### src/rtl/df_stream_sink_pkg.sv
// Shared definitions for the dataflow stream sink: FSM state encoding and
// default geometry, reused by other dataflow sinks and sources.
package df_stream_sink_pkg;

  typedef enum logic [1:0] {
    S_IDLE = 2'd0,
    S_RUN  = 2'd1,
    S_DONE = 2'd2
  } state_e;

  localparam int unsigned DEF_N     = 16;
  localparam int unsigned DEF_DEPTH = 16;
  localparam int unsigned DEF_CNT_W = 16;

  // Occupancy counter width: must represent 0..depth inclusive.
  function automatic int unsigned level_width(input int unsigned depth);
    return $clog2(depth) + 1;
  endfunction

endpackage

### src/rtl/df_stream_sink_if.sv
// Token strobe/data from the upstream operator plus the valid/ready read port
// toward the host; the sink uses the slave view.
interface df_stream_sink_if #(
  parameter int unsigned N = 16
);

  logic         R_IN;
  logic [N-1:0] D_IN;
  logic         RD_VALID;
  logic [N-1:0] RD_DATA;
  logic         RD_READY;

  modport master (
    output R_IN,
    output D_IN,
    output RD_READY,
    input  RD_VALID,
    input  RD_DATA
  );

  modport slave (
    input  R_IN,
    input  D_IN,
    input  RD_READY,
    output RD_VALID,
    output RD_DATA
  );

endinterface

### src/rtl/df_sync_fifo.sv
// First-word fall-through synchronous FIFO with exact occupancy. A pop on a
// full FIFO frees its slot for a push in the same cycle.
module df_sync_fifo #(
  parameter  int unsigned N     = 16,
  parameter  int unsigned DEPTH = 16,
  localparam int unsigned AW    = $clog2(DEPTH),
  localparam int unsigned LW    = AW + 1
) (
  input  logic          CLK,
  input  logic          RST,
  input  logic          push,
  input  logic [N-1:0]  din,
  input  logic          pop,
  output logic [N-1:0]  dout,
  output logic          full,
  output logic          empty,
  output logic [LW-1:0] level
);

  logic [N-1:0]  mem [DEPTH];
  logic [AW-1:0] wr_ptr;
  logic [AW-1:0] rd_ptr;
  logic          do_pop;

  // Popping an empty FIFO is silently ignored.
  assign do_pop = pop & ~empty;
  assign full   = (level == LW'(DEPTH));
  assign empty  = (level == '0);

  // Head is gated so the read port shows zero whenever nothing is held.
  assign dout = empty ? '0 : mem[rd_ptr];

  // NOTE: the storage array has no reset; occupancy lives in level/pointers,
  // so stale words are never observable and the array can map to plain RAM.
  always_ff @(posedge CLK) begin
    if (push) begin
      mem[wr_ptr] <= din;
    end
  end

  // NOTE: all sequential state uses non-blocking assignments so every
  // register samples pre-edge values regardless of statement order.
  always_ff @(posedge CLK) begin
    if (RST) begin
      wr_ptr <= '0;
      rd_ptr <= '0;
      level  <= '0;
    end else begin
      if (push) begin
        wr_ptr <= wr_ptr + AW'(1);
      end
      if (do_pop) begin
        rd_ptr <= rd_ptr + AW'(1);
      end
      unique case ({push, do_pop})
        2'b10:   level <= level + LW'(1);
        2'b01:   level <= level - LW'(1);
        default: level <= level;
      endcase
    end
  end

  // Callers must only push into a full FIFO when the head leaves this cycle.
  property p_no_overrun;
    @(posedge CLK) disable iff (RST) (push && full) |-> do_pop;
  endproperty
  a_no_overrun: assert property (p_no_overrun);

endmodule

### src/rtl/df_stream_sink.sv
// Terminal consumer for R/D tokens: buffers accepted tokens in a FWFT FIFO,
// counts them against a programmed total and flags drops on overrun.
module df_stream_sink
  import df_stream_sink_pkg::*;
#(
  parameter  int unsigned N     = DEF_N,
  parameter  int unsigned DEPTH = DEF_DEPTH,
  parameter  int unsigned CNT_W = DEF_CNT_W,
  localparam int unsigned LW    = level_width(DEPTH)
) (
  input  logic              CLK,
  input  logic              RST,
  input  logic              EN,
  input  logic              START,
  input  logic [CNT_W-1:0]  EXPECT,
  df_stream_sink_if.slave   strm,
  output logic [CNT_W-1:0]  COUNT,
  output logic [LW-1:0]     LEVEL,
  output logic              BUSY,
  output logic              DONE,
  output logic              OVERFLOW
);

  state_e           state_q;
  state_e           state_d;
  logic [CNT_W-1:0] count_q;
  logic [CNT_W-1:0] count_inc;
  logic [CNT_W-1:0] expect_q;
  logic             overflow_q;

  logic             fifo_full;
  logic             fifo_empty;
  logic             offered;
  logic             accept;
  logic             drop;
  logic             arm;
  logic             reach;

  // Tokens only matter while a run is active; IDLE and DONE ignore R_IN.
  assign offered = (state_q == S_RUN) & EN & strm.R_IN;

  // When full, the head leaving this cycle frees the slot for the newcomer.
  assign accept  = offered & (~fifo_full | strm.RD_READY);
  assign drop    = offered & ~accept;

  // START re-arms from IDLE or DONE; a run in progress cannot be restarted.
  assign arm       = START & (state_q != S_RUN);
  assign count_inc = count_q + CNT_W'(1);
  assign reach     = accept & (count_inc == expect_q);

  // NOTE: state_d gets its default before the case so every path assigns it
  // and no latch is inferred.
  always_comb begin
    state_d = state_q;
    unique case (state_q)
      S_IDLE, S_DONE: begin
        if (arm) begin
          state_d = (EXPECT == '0) ? S_DONE : S_RUN;
        end
      end
      S_RUN: begin
        if (reach) begin
          state_d = S_DONE;
        end
      end
      default: state_d = S_IDLE;
    endcase
  end

  always_ff @(posedge CLK) begin
    if (RST) begin
      state_q <= S_IDLE;
    end else begin
      state_q <= state_d;
    end
  end

  always_ff @(posedge CLK) begin
    if (RST) begin
      count_q    <= '0;
      expect_q   <= '0;
      overflow_q <= 1'b0;
    end else if (arm) begin
      count_q    <= '0;
      expect_q   <= EXPECT;
      overflow_q <= 1'b0;
    end else begin
      if (accept) begin
        count_q <= count_inc;
      end
      if (drop) begin
        overflow_q <= 1'b1;
      end
    end
  end

  df_sync_fifo #(
    .N     (N),
    .DEPTH (DEPTH)
  ) u_fifo (
    .CLK   (CLK),
    .RST   (RST),
    .push  (accept),
    .din   (strm.D_IN),
    .pop   (strm.RD_READY),
    .dout  (strm.RD_DATA),
    .full  (fifo_full),
    .empty (fifo_empty),
    .level (LEVEL)
  );

  assign strm.RD_VALID = ~fifo_empty;
  assign COUNT         = count_q;
  assign BUSY          = (state_q == S_RUN);
  assign DONE          = (state_q == S_DONE);
  assign OVERFLOW      = overflow_q;

endmodule

### src/flat_wrapper.sv
// flat-port wrapper written by rule: the top's interface ports become plain ports
module df_stream_sink_flat import df_stream_sink_pkg::*;
#(
  parameter  int unsigned N     = DEF_N,
  parameter  int unsigned DEPTH = DEF_DEPTH,
  parameter  int unsigned CNT_W = DEF_CNT_W,
  localparam int unsigned LW    = level_width(DEPTH)
)
  (CLK, RST, EN, START, EXPECT, COUNT, LEVEL, BUSY, DONE, OVERFLOW, strm_R_IN, strm_D_IN, strm_RD_READY, strm_RD_VALID, strm_RD_DATA);
  df_stream_sink_if #(.N(N)) strm_i ();
  input  logic CLK;
  input  logic RST;
  input  logic EN;
  input  logic START;
  input  logic [CNT_W-1:0] EXPECT;
  output logic [CNT_W-1:0] COUNT;
  output logic [LW-1:0] LEVEL;
  output logic BUSY;
  output logic DONE;
  output logic OVERFLOW;
  input wire logic [$bits(strm_i.R_IN)-1:0] strm_R_IN;
  input wire logic [$bits(strm_i.D_IN)-1:0] strm_D_IN;
  input wire logic [$bits(strm_i.RD_READY)-1:0] strm_RD_READY;
  output wire logic [$bits(strm_i.RD_VALID)-1:0] strm_RD_VALID;
  output wire logic [$bits(strm_i.RD_DATA)-1:0] strm_RD_DATA;
  assign strm_i.R_IN = strm_R_IN;
  assign strm_i.D_IN = strm_D_IN;
  assign strm_i.RD_READY = strm_RD_READY;
  assign strm_RD_VALID = strm_i.RD_VALID;
  assign strm_RD_DATA = strm_i.RD_DATA;
  df_stream_sink #(.N(N), .DEPTH(DEPTH), .CNT_W(CNT_W)) u_core (.CLK(CLK), .RST(RST), .EN(EN), .START(START), .EXPECT(EXPECT), .strm(strm_i), .COUNT(COUNT), .LEVEL(LEVEL), .BUSY(BUSY), .DONE(DONE), .OVERFLOW(OVERFLOW));
endmodule
### config.mk
export PLATFORM = sky130hd
export DESIGN_NAME = df_stream_sink_flat
export DESIGN_NICKNAME = d
export VERILOG_FILES = /design/src/rtl/df_stream_sink_pkg.sv /design/src/rtl/df_stream_sink_if.sv /design/src/rtl/df_sync_fifo.sv /design/src/rtl/df_stream_sink.sv /design/src/flat_wrapper.sv
export SDC_FILE = /design/constraint.sdc
export NUM_CORES = 1
export LEC_CHECK = 0
export BUFFER_PORTS_ARGS = -buffer_cell sky130_fd_sc_hd__buf_2
export CAP_MARGIN = 0
export CORE_ASPECT_RATIO = 1.4
export CORE_MARGIN = 10
export CORE_UTILIZATION = 60
export DETAILED_ROUTE_END_ITERATION = 12
export GPL_TIMING_DRIVEN = 0
export PLACE_DENSITY = 0.81
export SYNTH_ARGS = -nofsm -noshare
export SYNTH_HDL_FRONTEND = slang
export SYNTH_SLANG_ARGS = --single-unit
### constraint.sdc
create_clock -name CLK -period 3.9 [get_ports CLK]
set_input_delay 0.39 -clock CLK [delete_from_list [all_inputs] [get_ports CLK]]
set_output_delay 0.39 -clock CLK [all_outputs]
set_load 0.01 [all_outputs]
==> impl_results.md, run 1 <==
- Worst min path class: in -> reg
- Slew @ Worst Pin: 0.961 ns
- Final hold violation count: 0
- Post-synth EDFFs: 256
- CORE AREA: just over 20000 um2
- Pleak: 4.77 nW
- Max Slew Vio Count: 0
- Nets: 922
- Largest net degree at the start of global routing: 17
- CP Class: reg -> out
- Async S/R FF share, synth: 0
- Placer Congestion: 0.895
- Peak VDD IR: 0.368 mV
- Hold Crit Depth: 2
- Syn nets: 798
- Commonest register cell after synthesis: edfxtp_1
- FILL cells: 1269
- Fmax: 274 MHz
- Max_cap viols: 0
- Post-synth top area share: 0.611
- Synth warn: 0
- Dpl ws: 0.241 ns
- Number of remaining DRC errors: 0
- Initial drt markers: between 600 and 700
- WL per Instance: 25.8 um
- Placed insts: 1099
- Distinct cells, synth: 48
- Internal reg-to-reg setup slack: around 0.55 ns
- Fin cells: 1148
- N_diodes: 0
- CTS sink cnt: 308
- Starting Density: 0.612
- Seq cells post-synth: 308
- Cts bufs inserted: 28
- R2R Path End: u_core.u_fifo.level[4]$_SDFFE_PP0P_
- Sequential fraction of the synthesis area: 0.694
- Worst Reg2Reg Path Length in Cells: 12
- First-pass GRT wire length: 45500 um
- Hpwl dp: 19500 um
- Slew headroom: 0.356
- Die W: 142 um
- RR Startpoint: u_core.u_fifo.level[0]$_SDFFE_PP0P_
- Syn Inst Count: approximately 750
- RSZ-0062 raised after global routing: no
- Cell area after layout: about 15000 um2
- Hold slack: just under 0.08 ns
- Final Core Density: 0.708
- # setup viols final: 0
- Skew final: between 0.007 and 0.008 ns
- Die ar.: 27200 um2
- Critical path arrival: around 3.3 ns
- Gr usage total: 0.220
- Pwr dens: 526 nW/um2
- Worst-path maximum fanout: 10
- Placed Area: 13600 um2
- WP data required: 3.51 ns
- Hold buffer count at CTS: 0
- Clk slew on worst S/H paths: approximately 0.060 ns
- Std cell rows: 62
- Critical path endpoint category: output pin
- First drt pass iteration count: 8
- Largest cells by area after synthesis: edfxtp_1 61%, mux4_2 14%, dfxtp_1 8.3%, nor2_1 1.9%, xnor2_1 1.5%
- WL final: 29700 um
- TritonCTS clock tree: built
- I/O Buffers: about 80
- Synth area leader: edfxtp_1
- GRT overflow: 0
- Worst Hold Launch: RST
- Avg Inst Size Synth: 16.8 um2
- Share of cells above drive strength 1: 0.270
- Count leader, synth: edfxtp_1
- DIE HEIGHT: around 190 um
- H-tree level count: 1
- Clock latency on the worst-skew pair: 0.53 ns
- Startpoint Class: flop
- Setup ws final: 0.247 ns
- Post-DRT Antenna Nets: 0
- Final Critical Period: 3.65 ns
- Ports: 79
- Status: complete, no violations
- CTS Root Buffer Type: clkbuf_16
- Vias in the first global route: 7628
- Vias: between 7000 and 8000
- Clk buf depth: 3
- Post-synthesis cell area: 12600 um2
- Initial antenna violation count: 0
- WHS Endpoint: u_core.state_q[1]$_SDFFE_PP0P_
- Vias per cell: 6.37
- Area Overhead vs Synth: 15.8%
- Top cells by count, synth: 256 x edfxtp_1, 80 x mux4_2, 64 x nor2_1
- Crit share post-route: 0.937
==> critical path, cell delays in order (launching register included) <==
cell	delay [ns]
dfxtp_1	0.30
clkbuf_1	0.46
buf_2	0.53
mux4_2	0.60
mux4_2	0.49
nor2b_1	0.17
buf_2	0.17
==> what timing repair did <==
item | in CTS | in global routing
gates resized for setup | 0 | 2
setup buffers | 0 | 0
endpoints found under the setup margin | 0 | 3
==> flip-flops by register name, indices dropped and copies added (netlist names), named ones only <==
name,cells
u_core.COUNT,16
u_core.OVERFLOW,1
u_core.expect_q,16
u_core.state_q,2
u_core.u_fifo.level,5
u_core.u_fifo.mem,256
u_core.u_fifo.rd_ptr,4
u_core.u_fifo.wr_ptr,4
==> layer usage <==
layer,wire [um],vias up,global-route usage
li1,-,3153,-
met1,10900,3719,0.265
met2,15800,356,0.388
met3,1930,81,0.0387
met4,991,0,0.0772
met5,0,-,0
==> metrics by stage <==
stage	power, mW	TNS [ns]
detailed placement	5.00	0
floorplan	4.61	0
CTS	7.73	0
global placement	4.96	-22.49
finish	7.66	0
global route	7.94	0
==> where the power goes <==
group / switching [mW] / internal, mW / leakage, nW
combinational: 0.663 / 0.627 / 1.60
clock: 1.12 / 1.62 / 0.437
sequential: 0.0341 / 3.60 / 2.72
total: 1.82 / 5.84 / 4.77
==> cell type report <==
type / instances / area (um2) / area share
Clock inverter: 14 / 173 / 0.0119
Inverter: 12 / 45.0 / 0.00309
Sequential cell: 308 / 8730 / 0.600
Multi-Input combinational cell: 386 / 3680 / 0.253
Timing Repair Buffer: 94 / 687 / 0.0472
Buffer: 43 / 179 / 0.0123
Clock buffer: 35 / 748 / 0.0514
Tap cell: 256 / 320 / 0.0220
==> how the worst max path moves through the flow <==
stage	cells after the start	from	endpoint	slack [ns]
after floorplan	12	u_core.u_fifo.level[0]$_SDFFE_PP0P_	u_core.u_fifo.level[4]$_SDFFE_PP0P_	0.96
after global placement	6	strm_R_IN	u_core.u_fifo.mem[1][7]$_DFFE_PP_	-0.51
after detailed placement	12	u_core.u_fifo.level[0]$_SDFFE_PP0P_	u_core.u_fifo.level[4]$_SDFFE_PP0P_	0.24
after CTS	5	flop	strm_RD_DATA[13]	0.04
after global routing	5	flop	strm_RD_DATA[13]	0.005
final	6	flop	strm_RD_DATA[13]	0.25
==> cell usage in the layout (no fill, tap or decap), types with 9 or more instances in the layout <==
cell	instances
buf_2	87
clkbuf_1	33
nand4_1	12
dfxtp_1	52
a21oi_1	28
nor4_1	11
nand2b_1	9
ha_1	10
nand3_1	12
mux4_2	80
nand2_1	48
nor2_2	13
xnor2_1	21
nor2_1	51
edfxtp_1	256
xor2_1	19
clkbuf_16	29
nor2b_1	22
inv_1	11
==> cells by family after synthesis <==
logic type,share of synthesized area
compound gates,0.0238
xor+xnor,0.0279
fa+ha+maj,0.0115
buf+inv,0.0173
flops,0.694
mux,0.146
simple gates,0.0787
No activity file was read; power rests on OpenSTA's default activity.
==> inputs of run 2 (changes only) <==
--- a/config.mk
+++ b/config.mk
@@ -8,7 +8,6 @@
 export BUFFER_PORTS_ARGS = -buffer_cell sky130_fd_sc_hd__buf_2
 export CAP_MARGIN = 0
 export CORE_ASPECT_RATIO = 1.4
-export CORE_MARGIN = 10
 export CORE_UTILIZATION = 60
 export DETAILED_ROUTE_END_ITERATION = 12
 export GPL_TIMING_DRIVEN = 0
==> run 2 against run 1 <==
Register-to-register slack lost 0.30 ns. Clock skew grew 0.012 ns. Worst hold slack gained 0.012 ns. Sequential cell count is the same. Count of clock-buffer cells in the layout shrank 1. Clock power shrank 3%. Critical path depth is the same. Non-clock buffer count grew 3. Via count shrank 1.4%. Critical endpoint is now strm_RD_DATA[2].
==> impl_results.md, run 2 (same netlist as run 1, synthesis figures left out) <==
- WL final: 28200 um (-5.0%)
- First drt pass iteration count: 5 (-3)
- PostCTS Resize Cnt: 0 (unchanged)
- CTS sink cnt: 308 (unchanged)
- Crit path depth: 6 (unchanged)
- Most frequent cells in the layout: 256 x edfxtp_1, 87 x buf_2, 80 x mux4_2, 52 x nor2_1, 52 x dfxtp_1
- I/O Buffers: 78 (unchanged)
- Gr usage total: 0.267 (+0.0471)
- Std cell rows: 62 (unchanged)
- Vias in the first global route: 7288 (-4.5%)
- Worst min path class: in -> reg
- Fmax: 271 MHz (-0.98%)
- Vias: 7206 (-1.4%)
- Worst Reg2Reg Path Length in Cells: 12 (unchanged)
- Critical-path top delay cell: buf_1
- Max_cap viols: 0 (unchanged)
- Placer Congestion: 0.892 (-0.29%)
- Clock power frac: 0.352 (-0.006)
- Critical path endpoint category: output pin
- Clock latency on the worst-skew pair: 0.53 ns (about the same)
- Peak VDD IR: 0.356 mV (-3.3%)
- Switching power: 1.84 mW (+1.1%)
- Pwr dens: 521 nW/um2 (-1.0%)
- Largest net degree at the start of global routing: 17 (unchanged)
- CP Class: reg -> out
- RR Startpoint: u_core.u_fifo.level[0]$_SDFFE_PP0P_
- # setup viols final: 0 (unchanged)
- Clk slew on worst S/H paths: 0.06 ns (about the same)
- Pleak: 4.78 nW (+0.26%)
- Initial drt markers: 538 (-21%)
- Post-DRT Antenna Nets: 0 (unchanged)
- Starting Density: 0.612 (unchanged)
- Vias per cell: 6.26 (-1.8%)
- Area Overhead vs Synth: 15.8% (unchanged)
- WL per Instance: 24.5 um (-5.3%)
- DIE HEIGHT: 173 um (-9.4%)
- Share of cells above drive strength 1: 0.276 (+0.00549)
- Sequential Power Share: 0.479 (+0.005)
- Crit share post-route: 0.946 (+0.00929)
- Power Internal: 5.74 mW (-1.7%)
- Hpwl dp: 18500 um (-5.0%)
- Reg with most FFs: u_core.u_fifo.mem
- Die W: 124 um (-13%)
- First-pass GRT wire length: 42800 um (-5.9%)
- Sw frac: 0.243 (+0.00502)
- Hold buffer count at CTS: 0 (unchanged)
- Startpoint Class: flop
- Crit path buf inv count: 3 (unchanged)
- Critical path arrival: 3.30 ns (+0.04 ns)
- Hold slack: 0.0903 ns (+0.0123 ns)
- Commonest non-fill, non-tap cell in the layout: edfxtp_1
- Skew final: 0.0202 ns (+0.0124 ns)
- Internal reg-to-reg setup slack: 0.25 ns (-0.30 ns)
- CORE AREA: 20600 um2 (unchanged)
- CP delay by family, top: buffers and inverters
- Fin cells: 1152 (+0.35%)
- TritonCTS clock tree: built
- H-tree level count: 1 (unchanged)
- Cell Chain, Critical Path: clkbuf_1, buf_1, mux4_2, mux4_2, nor2b_1, buf_2
- Max reg flops: 256 (unchanged)
- RSZ-0062 raised after global routing: no
- Logic gate share of total power: 0.169 (about the same)
- WP data required: 3.51 ns (about the same)
- GRT overflow: 0 (unchanged)
- Nets: 924 (+0.22%)
- Placed insts: 1102 (+0.27%)
- Number of remaining DRC errors: 0 (unchanged)
- Slowest stage delay, CP: 0.72 ns (+0.12 ns)
- CTS Root Buffer Type: clkbuf_16
- Max Slew Vio Count: 0 (unchanged)
- Clk buf depth: 3 (unchanged)
- CP endpoint: strm_RD_DATA[2]
- Worst-path maximum fanout: 10 (unchanged)
- R2R Path End: u_core.u_fifo.level[4]$_SDFFE_PP0P_
- Cts bufs inserted: 27 (-3.6%)
- Ports: 79 (unchanged)
- Status: complete, no violations
- N_diodes: 0 (unchanged)
- Critical Path Most Common Cell: mux4_2
- Initial antenna violation count: 0 (unchanged)
- Final hold violation count: 0 (unchanged)
- Slew @ Worst Pin: 1.03 ns (+0.0719 ns)
- Post-CTS Setup Bufs: 0 (unchanged)
- Slew headroom: 0.311 (-0.0445)
- Final Critical Period: 3.69 ns (+0.0362 ns)
- Die ar.: 21500 um2 (-21%)
==> run 2: area by class of cell <==
class,instances,area [um2]
sequential,308,8730
multi-input combinational,386,3680
inverter,12,45.0
buffer,43,173
fill,1258,6000
tap,256,320
clock buffer,34,722
clock inverter,16,170
timing repair buffer,97,724
==> run 2: worst min path at each step <==
stage                                     startpoint                                to  slack, ns  cells after the start
floorplan           u_core.expect_q[12]$_SDFFE_PP0P_  u_core.expect_q[12]$_SDFFE_PP0P_       0.45                      2
global placement    u_core.expect_q[12]$_SDFFE_PP0P_  u_core.expect_q[12]$_SDFFE_PP0P_       0.46                      2
finish                                           RST    u_core.state_q[1]$_SDFFE_PP0P_       0.09                      2
global route                                     RST    u_core.state_q[1]$_SDFFE_PP0P_       0.09                      2
detailed placement      u_core.OVERFLOW$_SDFFE_PP0P_      u_core.OVERFLOW$_SDFFE_PP0P_       0.46                      2
CTS                                              RST    u_core.state_q[1]$_SDFFE_PP0P_       0.08                      2
==> run 2: metrics by stage <==
stage	setup slack, ns	TNS [ns]	power, mW	instance area, um2	util
after CTS	0.172	0	7.65	14600	0.708
after floorplan	0.960	0	4.61	12600	-
after global placement	-0.561	-28.96	4.95	13300	0.646
final	0.210	0	7.58	14600	0.708
after detailed placement	0.263	0	4.99	13700	0.665
after global routing	0.0497	0	7.85	14600	0.708
==> run 2: power by group through the flow <==
stage	Clock [mW]	Sequential, mW	Combinational, mW
final	2.67	3.63	1.28
after global routing	2.83	3.63	1.39
after CTS	2.70	3.63	1.31
after detailed placement	0	3.70	1.29
after global placement	0	3.70	1.25
after floorplan	0	3.70	0.909
==> run 2: per-layer routing <==
layer / up-vias / GRT usage / wire (um)
met5: - / 0 / 0
met2: 351 / 0.464 / 14900
met4: 0 / 0.102 / 922
met1: 3623 / 0.337 / 10500
li1: 3165 / - / -
met3: 67 / 0.0438 / 1840
==> inputs of run 3 (changes only) <==
--- a/config.mk
+++ b/config.mk
@@ -12,6 +12,7 @@
 export DETAILED_ROUTE_END_ITERATION = 12
 export GPL_TIMING_DRIVEN = 0
 export PLACE_DENSITY = 0.81
+export SETUP_SLACK_MARGIN = 0.4
 export SYNTH_ARGS = -nofsm -noshare
 export SYNTH_HDL_FRONTEND = slang
 export SYNTH_SLANG_ARGS = --single-unit
==> run 3 against run 2 <==
Wire length fell by 0.24%. Core utilization rose by 0.19 points. Largest power group unchanged. Sequential share of layout area fell by 0.16 points. Clock power barely moved. Maximum frequency rose by 10%. Die area did not move. Power rose by 0.38%. Critical endpoint unchanged.
==> impl_results.md, run 3 (same netlist as run 1, synthesis figures left out) <==
- Post-DRT Antenna Nets: 0 (unchanged)
- Cell Chain, Critical Path: clkbuf_1, buf_2, mux4_2, mux4_2, nor2b_1, buf_2
- Reg with most FFs: u_core.u_fifo.mem
- Die ar.: 21500 um2 (unchanged)
- Die W: 124 um (unchanged)
- Crit path buf inv count: 3 (unchanged)
- Placed Area: 13700 um2 (unchanged)
- Worst Reg2Reg Path Length in Cells: 12 (unchanged)
- Max reg flops: 256 (unchanged)
- Worst min path class: in -> reg
- Hold Crit Depth: 2 (unchanged)
- WL final: 28100 um (-0.24%)
- CP delay by family, top: buffers and inverters
- Skew final: 0.0198 ns (-0.000359 ns)
- WHS Endpoint: u_core.state_q[1]$_SDFFE_PP0P_
- Critical path arrival: 2.95 ns (-0.35 ns)
- Internal reg-to-reg setup slack: 0.58 ns (+0.33 ns)
- Slowest stage delay, CP: 0.50 ns (-0.22 ns)
- CTS sink cnt: 308 (unchanged)
- Clk buf depth: 3 (unchanged)
- Pleak: 4.81 nW (+0.69%)
- # setup viols final: 0 (unchanged)
- Starting Density: 0.612 (unchanged)
- Cts bufs inserted: 27 (unchanged)
- First drt pass iteration count: 5 (unchanged)
- Gr usage total: 0.266 (-0.000483)
- Logic gate share of total power: 0.172 (+0.003)
- First-pass GRT wire length: 42800 um (-0.11%)
- GRT overflow: 0 (unchanged)
- Max_cap viols: 0 (unchanged)
- R2R Path End: u_core.u_fifo.level[4]$_SDFFE_PP0P_
- H-tree level count: 1 (unchanged)
- RSZ-0062 raised after global routing: no
- Vias in the first global route: 7259 (-0.40%)
- Slew @ Worst Pin: 0.955 ns (-0.0781 ns)
- Initial drt markers: 569 (+5.8%)
- Std cell rows: 62 (unchanged)
- DIE HEIGHT: 173 um (unchanged)
- Clock power frac: 0.351 (about the same)
- Most frequent cells in the layout: 256 x edfxtp_1, 85 x buf_2, 80 x mux4_2, 52 x dfxtp_1, 51 x nor2_1
- CTS Root Buffer Type: clkbuf_16
- TritonCTS clock tree: built
- Slew headroom: 0.363 (+0.0520)
- Cell area after layout: 14600 um2 (+0.27%)
- Final total power: 7.61 mW (+0.38%)
- Nets: 924 (unchanged)
- WP data required: 3.51 ns (about the same)
- Worst Hold Launch: RST
- Sequential Power Share: 0.477 (-0.002)
- Clk slew on worst S/H paths: 0.06 ns (about the same)
- Area Overhead vs Synth: 16.1%
- CP Class: reg -> out
- Pwr dens: 522 nW/um2 (+0.12%)
- Final Critical Period: 3.34 ns (-0.348 ns)
- Fin cells: 1152 (unchanged)
- Placed insts: 1102 (unchanged)
- Commonest non-fill, non-tap cell in the layout: edfxtp_1
- Worst-path maximum fanout: 10 (unchanged)
- Final hold violation count: 0 (unchanged)
- Post-CTS Setup Bufs: 0 (unchanged)
- Switching power: 1.85 mW (+0.31%)
- Max Slew Vio Count: 0 (unchanged)
- N_diodes: 0 (unchanged)
- Clock latency on the worst-skew pair: 0.53 ns (about the same)
- Hpwl dp: 18500 um (unchanged)
- Hold buffer count at CTS: 0 (unchanged)
- Peak VDD IR: 0.356 mV (+0.15%)
- Final Core Density: 0.710 (+0.00189)
- Critical path endpoint category: output pin
- Setup_tns: 0 ns (unchanged)
- Ports: 79 (unchanged)
- Placer Congestion: 0.892 (unchanged)
- Crit share post-route: 0.857 (-0.0892)
- WL per Instance: 24.4 um (-0.24%)
- Startpoint Class: flop
- Sw frac: 0.242 (about the same)
- Vias per cell: 6.22 (-0.53%)
- Number of remaining DRC errors: 0 (unchanged)
- Initial antenna violation count: 0 (unchanged)
- Vias: 7168 (-0.53%)
- Largest net degree at the start of global routing: 17 (unchanged)
- Power Internal: 5.77 mW (+0.41%)
- Share of cells above drive strength 1: 0.286 (+0.0100)
- RR Startpoint: u_core.u_fifo.level[0]$_SDFFE_PP0P_
- CORE AREA: 20600 um2 (unchanged)
- Critical-path top delay cell: mux4_2
- Status: complete, no violations
- Fmax: 299 MHz (+10%)
- I/O Buffers: 78 (unchanged)
-- run 3: worst max path at each step --
stage / from / end / slack [ns] / depth (start not counted)
after floorplan: u_core.u_fifo.level[0]$_SDFFE_PP0P_ / u_core.u_fifo.level[4]$_SDFFE_PP0P_ / 0.96 / 12
after global placement: strm_R_IN / u_core.u_fifo.mem[0][8]$_DFFE_PP_ / -0.56 / 6
after detailed placement: u_core.u_fifo.level[0]$_SDFFE_PP0P_ / u_core.u_fifo.level[4]$_SDFFE_PP0P_ / 0.26 / 12
after CTS: u_core.u_fifo.level[0]$_SDFFE_PP0P_ / u_core.u_fifo.level[4]$_SDFFE_PP0P_ / 0.52 / 12
after global routing: flop / strm_RD_DATA[14] / 0.43 / 5
final: flop / strm_RD_DATA[2] / 0.56 / 6
-- run 3: worst reg2reg max path, cell delays in order (launching register included) --
cell,delay [ns]
dfxtp_1,0.35
or4_1,0.63
o21a_1,0.35
inv_2,0.21
ha_1,0.27
inv_1,0.11
fa_1,0.38
nor2b_1,0.16
o21ai_0,0.14
and3_1,0.21
nor3_1,0.19
xnor2_1,0.15
nor2_1,0.05
-- run 3: cell type report --
class | instances | area [um2]
flip-flops and latches | 308 | 8730
fillers | 1252 | 5960
multi-input cells | 386 | 3680
repair buffers | 97 | 724
clock buffers | 34 | 722
well taps | 256 | 320
plain buffers | 43 | 204
clock inverters | 16 | 170
inverters | 12 | 45.0
-- run 3: through the flow --
| step | hold WS (ns) | setup WS, ns |
|---|---|---|
| 6_report | 0.0897 | 0.558 |
| 3_5_place_dp | 0.464 | 0.263 |
| 4_1_cts | 0.0790 | 0.520 |
| 5_1_grt | 0.0904 | 0.425 |
| 3_3_place_gp | 0.461 | -0.561 |
| 2_1_floorplan | 0.448 | 0.960 |
-- run 3: metal layers --
metal / vias up / share of wire / global-route usage
met5: - / 0 / 0
met4: 0 / 0.031 / 0.0949
met3: 63 / 0.061 / 0.0426
met2: 344 / 0.53 / 0.465
met1: 3596 / 0.38 / 0.339
li1: 3165 / - / -
-- run 3: what timing repair did --
item,in CTS,in global routing
pin swaps,0,0
resized for setup,16,1
setup endpoints to repair,17,1
cloned,0,0
-- run 3: power groups by stage --
stage	sequential [mW]	clock [mW]	combinational, mW
6_report	3.63	2.67	1.31
5_1_grt	3.63	2.83	1.41
4_1_cts	3.63	2.70	1.33
3_5_place_dp	3.70	0	1.29
3_3_place_gp	3.70	0	1.25
2_1_floorplan	3.70	0	0.909
